File: config.mk
export PLATFORM = sky130hd
export DESIGN_NAME = intack_ctrl_flat
export DESIGN_NICKNAME = d
export VERILOG_FILES = /design/src/rtl/intack_ctrl_if.sv /design/src/rtl/intack_ctrl.sv /design/src/flat_wrapper.sv
export SDC_FILE = /design/constraint.sdc
export NUM_CORES = 1
export LEC_CHECK = 0
export ABC_AREA = 1
export ABC_CLOCK_PERIOD_IN_PS = 4000
export BUFFER_PORTS_ARGS = -buffer_cell sky130_fd_sc_hd__buf_2
export CORE_ASPECT_RATIO = 0.5
export CORE_UTILIZATION = 35
export DETAILED_ROUTE_END_ITERATION = 16
export HOLD_SLACK_MARGIN = 0.12
export PLACE_DENSITY = 0.57
export RECOVER_POWER = 25
export SYNTH_ARGS = -nofsm -noshare
export SYNTH_HDL_FRONTEND = slang
export SYNTH_SLANG_ARGS = --single-unit
File: constraint.sdc
create_clock -name iClk -period 4 [get_ports iClk]
set_input_delay 0.2 -clock iClk [delete_from_list [all_inputs] [get_ports iClk]]
set_output_delay 0.2 -clock iClk [all_outputs]
set_load 0.05 [all_outputs]
File: src/rtl/intack_ctrl_if.sv
// Interrupt-acknowledge handshake bundle: CPU interrupt port on one side,
// interrupt controller request/ack/read-data on the other.
interface intack_ctrl_if;
    logic       iInt;
    logic       iIF;
    logic       iCpuAck;
    logic       oIntReq;
    logic       oIntAck;
    logic       iPicSel;
    logic [7:0] iPicData;
    logic       oVecValid;
    logic [7:0] oVector;
    logic       oSpurious;
    logic       oBusy;

    // Sequencer side
    modport slave (
        input  iInt,
        input  iIF,
        input  iCpuAck,
        input  iPicSel,
        input  iPicData,
        output oIntReq,
        output oIntAck,
        output oVecValid,
        output oVector,
        output oSpurious,
        output oBusy
    );

    // Environment side (CPU core + interrupt controller)
    modport master (
        output iInt,
        output iIF,
        output iCpuAck,
        output iPicSel,
        output iPicData,
        input  oIntReq,
        input  oIntAck,
        input  oVecValid,
        input  oVector,
        input  oSpurious,
        input  oBusy
    );
endinterface

File: src/rtl/intack_ctrl.sv
// Interrupt-acknowledge sequencer. Qualifies the controller request with the
// CPU interrupt flag, issues the two-pulse acknowledge the controller needs,
// then captures the returned vector (or substitutes a spurious vector on
// timeout) and hands it to the CPU. All outputs are registered.
module intack_ctrl #(
    parameter int unsigned GAP_CYCLES   = 2,
    parameter int unsigned TIMEOUT      = 15,
    parameter int unsigned HOLDOFF      = 2,
    parameter logic [7:0]  SPURIOUS_VEC = 8'h0F
) (
    input  logic         iClk,
    input  logic         iRst,
    intack_ctrl_if.slave bus
);

    localparam logic [7:0] LP_GAP     = 8'(GAP_CYCLES);
    localparam logic [7:0] LP_TIMEOUT = 8'(TIMEOUT);
    localparam logic [7:0] LP_HOLDOFF = 8'(HOLDOFF);

    typedef enum logic [2:0] {
        ST_IDLE,
        ST_REQ,
        ST_ACK1,
        ST_GAP,
        ST_ACK2,
        ST_WAIT,
        ST_HOLD
    } state_t;

    state_t     r_state;
    logic [7:0] r_cnt;
    logic       r_int_req;
    logic       r_int_ack;
    logic       r_vec_valid;
    logic [7:0] r_vector;
    logic       r_spurious;
    logic       r_busy;

    state_t     w_state_nxt;
    logic [7:0] w_cnt_nxt;
    logic       w_int_req_nxt;
    logic       w_int_ack_nxt;
    logic       w_vec_valid_nxt;
    logic [7:0] w_vector_nxt;
    logic       w_spurious_nxt;
    logic       w_busy_nxt;

    // Next-state and next-output logic; pulses default low every cycle
    always_comb begin
        w_state_nxt     = r_state;
        w_cnt_nxt       = r_cnt;
        w_int_req_nxt   = r_int_req;
        w_int_ack_nxt   = 1'b0;
        w_vec_valid_nxt = 1'b0;
        w_vector_nxt    = r_vector;
        w_spurious_nxt  = r_spurious;

        case (r_state)
            ST_IDLE: begin
                w_int_req_nxt = 1'b0;
                if (bus.iInt && bus.iIF) begin
                    w_state_nxt   = ST_REQ;
                    w_int_req_nxt = 1'b1;
                end
            end

            ST_REQ: begin
                w_int_req_nxt = 1'b1;
                // CPU acceptance takes priority over a simultaneous withdrawal:
                // once the CPU has committed, both pulses must follow.
                if (bus.iCpuAck) begin
                    w_state_nxt   = ST_ACK1;
                    w_int_req_nxt = 1'b0;
                    w_int_ack_nxt = 1'b1;
                end else if (!bus.iInt || !bus.iIF) begin
                    w_state_nxt   = ST_IDLE;
                    w_int_req_nxt = 1'b0;
                end
            end

            ST_ACK1: begin
                w_cnt_nxt   = LP_GAP;
                w_state_nxt = ST_GAP;
            end

            // Count values <= 1 terminate so a zero count cannot wrap to 255
            ST_GAP: begin
                if (r_cnt <= 8'd1) begin
                    w_cnt_nxt     = 8'd0;
                    w_int_ack_nxt = 1'b1;
                    w_state_nxt   = ST_ACK2;
                end else begin
                    w_cnt_nxt = r_cnt - 8'd1;
                end
            end

            ST_ACK2: begin
                w_cnt_nxt   = LP_TIMEOUT;
                w_state_nxt = ST_WAIT;
            end

            // Only here is controller read data treated as a vector
            ST_WAIT: begin
                if (bus.iPicSel) begin
                    w_vector_nxt    = bus.iPicData;
                    w_vec_valid_nxt = 1'b1;
                    w_cnt_nxt       = LP_HOLDOFF;
                    w_state_nxt     = ST_HOLD;
                end else if (r_cnt <= 8'd1) begin
                    w_vector_nxt    = SPURIOUS_VEC;
                    w_vec_valid_nxt = 1'b1;
                    w_spurious_nxt  = 1'b1;
                    w_cnt_nxt       = LP_HOLDOFF;
                    w_state_nxt     = ST_HOLD;
                end else begin
                    w_cnt_nxt = r_cnt - 8'd1;
                end
            end

            // Masks the controller's registered request while its ISR update
            // propagates, so the serviced request is not taken a second time.
            ST_HOLD: begin
                if (r_cnt <= 8'd1) begin
                    w_cnt_nxt   = 8'd0;
                    w_state_nxt = ST_IDLE;
                end else begin
                    w_cnt_nxt = r_cnt - 8'd1;
                end
            end

            default: begin
                w_state_nxt   = ST_IDLE;
                w_cnt_nxt     = 8'd0;
                w_int_req_nxt = 1'b0;
            end
        endcase

        w_busy_nxt = (w_state_nxt != ST_IDLE);
    end

    // State and output registers; reset is evaluated last so it overrides all
    always_ff @(posedge iClk) begin
        r_state     <= w_state_nxt;
        r_cnt       <= w_cnt_nxt;
        r_int_req   <= w_int_req_nxt;
        r_int_ack   <= w_int_ack_nxt;
        r_vec_valid <= w_vec_valid_nxt;
        r_vector    <= w_vector_nxt;
        r_spurious  <= w_spurious_nxt;
        r_busy      <= w_busy_nxt;
        if (iRst) begin
            r_state     <= ST_IDLE;
            r_cnt       <= 8'd0;
            r_int_req   <= 1'b0;
            r_int_ack   <= 1'b0;
            r_vec_valid <= 1'b0;
            r_vector    <= 8'd0;
            r_spurious  <= 1'b0;
            r_busy      <= 1'b0;
        end
    end

    assign bus.oIntReq   = r_int_req;
    assign bus.oIntAck   = r_int_ack;
    assign bus.oVecValid = r_vec_valid;
    assign bus.oVector   = r_vector;
    assign bus.oSpurious = r_spurious;
    assign bus.oBusy     = r_busy;

endmodule
File: src/flat_wrapper.sv
// flat-port wrapper written by rule: the top's interface ports become plain ports
module intack_ctrl_flat 
#(
    parameter int unsigned GAP_CYCLES   = 2,
    parameter int unsigned TIMEOUT      = 15,
    parameter int unsigned HOLDOFF      = 2,
    parameter logic [7:0]  SPURIOUS_VEC = 8'h0F
)
  (iClk, iRst, bus_iInt, bus_iIF, bus_iCpuAck, bus_iPicSel, bus_iPicData, bus_oIntReq, bus_oIntAck, bus_oVecValid, bus_oVector, bus_oSpurious, bus_oBusy);
  intack_ctrl_if bus_i ();
  input  logic iClk;
  input  logic iRst;
  input wire logic [$bits(bus_i.iInt)-1:0] bus_iInt;
  input wire logic [$bits(bus_i.iIF)-1:0] bus_iIF;
  input wire logic [$bits(bus_i.iCpuAck)-1:0] bus_iCpuAck;
  input wire logic [$bits(bus_i.iPicSel)-1:0] bus_iPicSel;
  input wire logic [$bits(bus_i.iPicData)-1:0] bus_iPicData;
  output wire logic [$bits(bus_i.oIntReq)-1:0] bus_oIntReq;
  output wire logic [$bits(bus_i.oIntAck)-1:0] bus_oIntAck;
  output wire logic [$bits(bus_i.oVecValid)-1:0] bus_oVecValid;
  output wire logic [$bits(bus_i.oVector)-1:0] bus_oVector;
  output wire logic [$bits(bus_i.oSpurious)-1:0] bus_oSpurious;
  output wire logic [$bits(bus_i.oBusy)-1:0] bus_oBusy;
  assign bus_i.iInt = bus_iInt;
  assign bus_i.iIF = bus_iIF;
  assign bus_i.iCpuAck = bus_iCpuAck;
  assign bus_i.iPicSel = bus_iPicSel;
  assign bus_i.iPicData = bus_iPicData;
  assign bus_oIntReq = bus_i.oIntReq;
  assign bus_oIntAck = bus_i.oIntAck;
  assign bus_oVecValid = bus_i.oVecValid;
  assign bus_oVector = bus_i.oVector;
  assign bus_oSpurious = bus_i.oSpurious;
  assign bus_oBusy = bus_i.oBusy;
  intack_ctrl #(.GAP_CYCLES(GAP_CYCLES), .TIMEOUT(TIMEOUT), .HOLDOFF(HOLDOFF), .SPURIOUS_VEC(SPURIOUS_VEC)) u_core (.iClk(iClk), .iRst(iRst), .bus(bus_i));
endmodule
Word level (Yosys, flattened, before mapping)
Cells that the tools add are included.
{ "totals": {"in_bits": 14, "register_bits": 24, "elab_cells": 53, "out_inout_bits": 13} }
{ "op_classes": {"n_eq_ne": 6, "reduce_logical": 13, "bitwise_logic": 2, "n_lt_le_gt_ge": 1, "mux": 22, "add_sub_neg": 1} }
{ "ops": {"columns": ["cell", "count"], "rows": [
  ["8-bit two-way mux", 5],
  ["8-bit one-hot mux with 5 select lines", 1],
  ["3-bit two-way mux", 7],
  ["3-bit one-hot mux with 7 select lines", 1],
  ["3-bit == test (second input constant)", 3],
  ["8-bit by 1-bit <= comparator with 1-bit output (second input constant)", 1],
  ["8-bit by 1-bit subtractor with 8-bit output (second input constant)", 1],
  ["3-bit by 2-bit == test with 1-bit output (second input constant)", 2],
  ["1-bit two-way mux", 6],
  ["2-bit OR reduction", 3],
  ["5-bit OR reduction", 1],
  ["3-bit by 1-bit == test with 1-bit output (second input constant)", 1],
  ["3-bit zero test", 1],
  ["1-bit one-hot mux with 3 select lines", 1],
  ["3-bit AND reduction", 1],
  ["3-bit nonzero test", 1],
  ["1-bit zero test", 2],
  ["1-bit NOT", 2],
  ["1-bit one-hot mux with 2 select lines", 1],
  ["2-bit AND reduction", 1],
  ["2-bit nonzero test", 1],
  ["1-bit logical AND", 1],
  ["1-bit logical OR", 1]
]} }

Logic depth before layout (Yosys ltp)
{ "depth": {"word_depth": 6, "mapped_depth": 11, "depth_no_buf": 11} }

Worst setup path before layout
OpenSTA, ideal clock, no wires.
{ "synth_timing": {"path_kind": "register to register", "start": "register u_core.r_cnt[0]", "end": "register u_core.r_cnt[7]", "slack_ns": 2.623, "arrival_time_ns": 1.259, "setup_ns": 0.119, "synth_period_minus_slack_ns": 1.377, "t_required_ns": 3.881, "path_stages_with_launch": 10, "path_cell_list": "dfxtp_1 -> inv_1 -> ha_1 -> nor2_1 -> nor2_2 -> nand2_2 -> nand2_2 -> nand2_4 -> nor2_2 -> nor2_1"} }
{ "synth_between": {"elab_chain_cells": 4, "word_cells_on_any_way": 6, "cone_classes": "1 x add/sub; 1 x order compare; 4 x mux"} }
{ "synth_lines": {"columns": ["element", "line", "rtl"], "rows": [
  ["start, declared", "intack_ctrl.sv:31", "logic [7:0] r_cnt;"],
  ["start signal, assigned", "intack_ctrl.sv:144", "r_cnt <= w_cnt_nxt;"],
  ["8-bit by 1-bit subtractor with 8-bit output / 8-bit by 1-bit <= comparator with 1-bit output (equally long branches)", null, null],
  ["8-bit two-way mux", "intack_ctrl.sv:109", "end else if (r_cnt <= 8'd1) begin"],
  ["8-bit two-way mux", "intack_ctrl.sv:104", "if (bus.iPicSel) begin"],
  ["8-bit one-hot mux with 5 select lines *", "intack_ctrl.sv:58", "case (r_state)"]
]} }
Mark *: on every way between the ends. The rest lies on a longest branch, timed or not.
A chain may end at the register's enable or synchronous reset.

Final worst setup path
Ends and elaborated chain as after synthesis.

==> run summary <==
The worst relative slew slack came out at 60.6%. In this run the worst hold path is classified as primary input to flop. Entering global routing, the biggest net connects 15 pins. The setup path with the least slack is of type flop to flop.

The top-level I/O count was 27. The horizontal die dimension was 86.6 microns; the number of buffers created by CTS was 3. The share of final-layout standard cells stronger than drive strength 1 works out to 22.9%. The critical path required time came out at 4.17 ns. The run gives 16.5% as the global-route usage over all layers.

The antenna violation net count after detailed routing was 0. The tools report the arrival time at the worst endpoint as 1.72 ns. VDD sags by at most 0.000131 V. The logs give 2.46 ns for the pre-CTS setup slack and 0 for the total count of hold-check failures in the final report.

The tools report the power share of the clock group as 38.5%. The number of diodes added for antenna fixing was 0; the number of antenna violations at the first check in global routing was 0. The final-layout setup total negative slack is 0 ns, and the row count is 14. The first global-routing pass estimated 4.69 mm of wire.

The run gives 2 as the maximum buffer depth of the clock tree. In this run the power density over the cells is 378 nW/um^2. The die covers 3840 sq um.

The logs give 199 for the net count after synthesis and 183 for the count of mapped cells out of synthesis. In the final layout, the multi-input gates occupy 627 sq um. The count of final max-slew check failures was 0. Routability-driven placement finished with a final weighted congestion of 0.836. The detail-routed via count per cell came out at 4.50. Sequential elements use 38.3% of the synthesized area.

The pin slew with the least headroom to its limit works out to 0.594 ns. The depth of the most critical reg-to-reg path was 9; the count of cells along the worst hold path was 3. The via count of the first global-routing pass is 1,078, and the mean post-synth cell area is 6.85 sq um. Summed over all nets, the switching power comes to 0.151 mW.

TritonCTS built the clock tree. Cell chosen for the clock root: clkbuf_8. The post-synthesis instance area was 1250 sq um. The first detailed-routing pass took 4 iterations. The initial utilization of the core area, before any placement, comes to 39.1%. Worst path setup slack after routing: 2.45 ns. For this run, the post-layout net count is 227.

Counting the fill cells in the layout gives 348. The area growth from synthesis to layout is 18.4%, and the clock network latency to the later pin of the worst-skew pair is 0.27 ns. Based on the critical path, the design can be clocked at up to 647 MHz.

The overall overflow remaining after global route was 0; the number of distinct library cells after synthesis was 23. Across all hold checks on the routed design, the worst slack comes to 0.171 ns. Setup repair after global routing left no endpoint under its margin.

For the maximum level of the CTS H-tree, the log shows 1. The floorplan die height is 44.3 microns. The logic gate share of total power was 16.1%. In the finished design, the share of the clock period the worst path needs comes to 38.6%. Detailed routing inserted a total of 1,162 vias. In this run the post-CTS setup repair buffer count came out at 0.

The synthesized design contains 24 register bits. For the final database, setup skew stands at 0.00307 ns. Internal power summed over all cells: 0.411 mW. The logs give 0 for the number of warnings issued by yosys and 22 for the number of violations reported at the end of detailed-routing iteration 0. In this run the standard cell core region covers 3210 sq um. The logs give 0 for the detailed-route DRC error count and 0.798 nW for the leakage power. Once the clock tree was built, the resizer swapped 0 gates to a different size.

The flow ran to the end, and the final reports show no timing, DRC or antenna violations. The design draws 0.561 mW. STA classifies the critical path endpoint as a flop.

Across the whole layout, storage elements account for 480 sq um. In the final routed layout, each cell accounts on average for 10.5 microns. After clock tree synthesis, the clock-pin slew on the worst setup and hold paths is 0.09 ns.

In this run, flip-flops and latches consume 45.4% of the power. The count of buffers added on input and output ports is 26. Setup violations remaining at the end of the flow were counted as 0. The run gives 24 as the clock net sink count.

Detailed placement finished with a half-perimeter wire length of 2.03 mm. Maximum fanout along the worst path: 5. The type of element launching the critical path is a flop. Across the run, the number of max-cap violations was 0. The area of all placed cells without fillers was 1480 sq um; the aggregate routed wire length was 2.70 mm. The placed instances occupy a cell area of 1420 sq um.

For this design, the CTS-stage hold fixing added 0 buffers. The minimum period implied by the final worst setup slack came out at 1.55 ns. Net switching is 26.8% of the power.
[state kept, by name (all words and copies together), names as in the netlist]
register / cells
u_core.bus.oSpurious: 1
u_core.bus.oIntAck: 1
u_core.r_state: 3
u_core.r_cnt: 8
u_core.bus.oVector: 8
u_core.bus.oBusy: 1
u_core.bus.oIntReq: 1
u_core.bus.oVecValid: 1
[layout make-up]
cell class / count / area share (%)
repair buffers: 26 / 8.01
clock buffers: 3 / 2.78
flip-flops and latches: 24 / 32.4
clock inverters: 1 / 2.02
well taps: 48 / 4.05
inverters: 33 / 8.52
multi-input cells: 123 / 42.2
[cells by family after synthesis]
| family | Yosys count | synth area share (%) |
|---|---|---|
| AOI/OAI and AO/OA | 17 | 6.89 |
| xor gates and xnor gates | 2 | 1.40 |
| buffers and inverters | 36 | 11.7 |
| adders and majority gates | 2 | 2.00 |
| DFF | 24 | 38.3 |
| and+or+nand+nor | 102 | 39.7 |
[cell usage after synthesis, drive strengths merged]
library cell	n	area share [%]
a21oi	8	3.2
o21ai	8	3.2
nor3	3	2.4
a31oi	1	0.50
nand3	17	7.2
nand4	3	1.5
inv	33	10
ha	2	2.0
nand2	52	19
nor2	27	10
xor2	2	1.4
dfxtp	24	38
buf	3	1.6
[metrics by stage]
step | utilization (%) | cells
6_report | 46.3 | 258
4_1_cts | 46.6 | 258
3_3_place_gp | 44.4 | 254
2_1_floorplan | - | 183
3_5_place_dp | 44.4 | 254
5_1_grt | 46.3 | 258
[path summary, 6_finish.rpt]
kind / startpoint / to / slack, ns
hold reg to reg: u_core.bus.oIntReq$_SDFFE_PP0N_ / u_core.bus.oIntReq$_SDFFE_PP0N_ / 0.47
setup reg to reg: u_core.r_cnt[0]$_SDFFE_PP0N_ / u_core.r_cnt[7]$_SDFFE_PP0N_ / 2.45
setup / recovery: u_core.r_cnt[0]$_SDFFE_PP0N_ / u_core.r_cnt[7]$_SDFFE_PP0N_ / 2.45
hold / removal: bus_iPicData[6] / u_core.bus.oVector[6]$_SDFFE_PP0P_ / 0.17
[power groups by stage]
stage          sequential [mW]  clock [mW]  combinational (mW)
3_3_place_gp             0.260           0              0.0904
5_1_grt                  0.256       0.233               0.102
2_1_floorplan            0.268           0              0.0601
3_5_place_dp             0.260           0              0.0905
6_report                 0.255       0.216              0.0905
4_1_cts                  0.255       0.226              0.0910
[worst max-delay path, cell delays in order, from the launching register on]
cell	delay, ns
dfxtp_1	0.33
inv_1	0.09
ha_1	0.26
nor2_1	0.08
nor2_2	0.16
nand2_2	0.11
nand2_2	0.11
nand2_4	0.08
nor2_2	0.16
nor2_1	0.07
[placed cells by master, fill, tap and decap left out, types with 3 or more instances in the layout]
| cell | Yosys | routed |
|---|---|---|
| a21oi_1 | 8 | 8 |
| buf_2 | 1 | 17 |
| clkbuf_1 | 0 | 9 |
| clkbuf_8 | 0 | 3 |
| dfxtp_1 | 24 | 24 |
| inv_1 | 25 | 25 |
| inv_2 | 7 | 7 |
| nand2_1 | 43 | 43 |
| nand2_2 | 6 | 6 |
| nand2_4 | 3 | 3 |
| nand3_1 | 16 | 16 |
| nand4_1 | 3 | 3 |
| nor2_1 | 21 | 21 |
| nor2_2 | 4 | 4 |
| nor3_2 | 3 | 3 |
| o21ai_1 | 7 | 7 |
[routing by layer]
metal | track usage [%] | vias up | wire (microns)
met5 | 0 | - | 0
met4 | 10.0 | 0 | 91
met3 | 4.48 | 9 | 87
met2 | 27.5 | 23 | 1100
met1 | 19.7 | 510 | 1410
li1 | - | 620 | -
(Power assumes the default switching activity.)
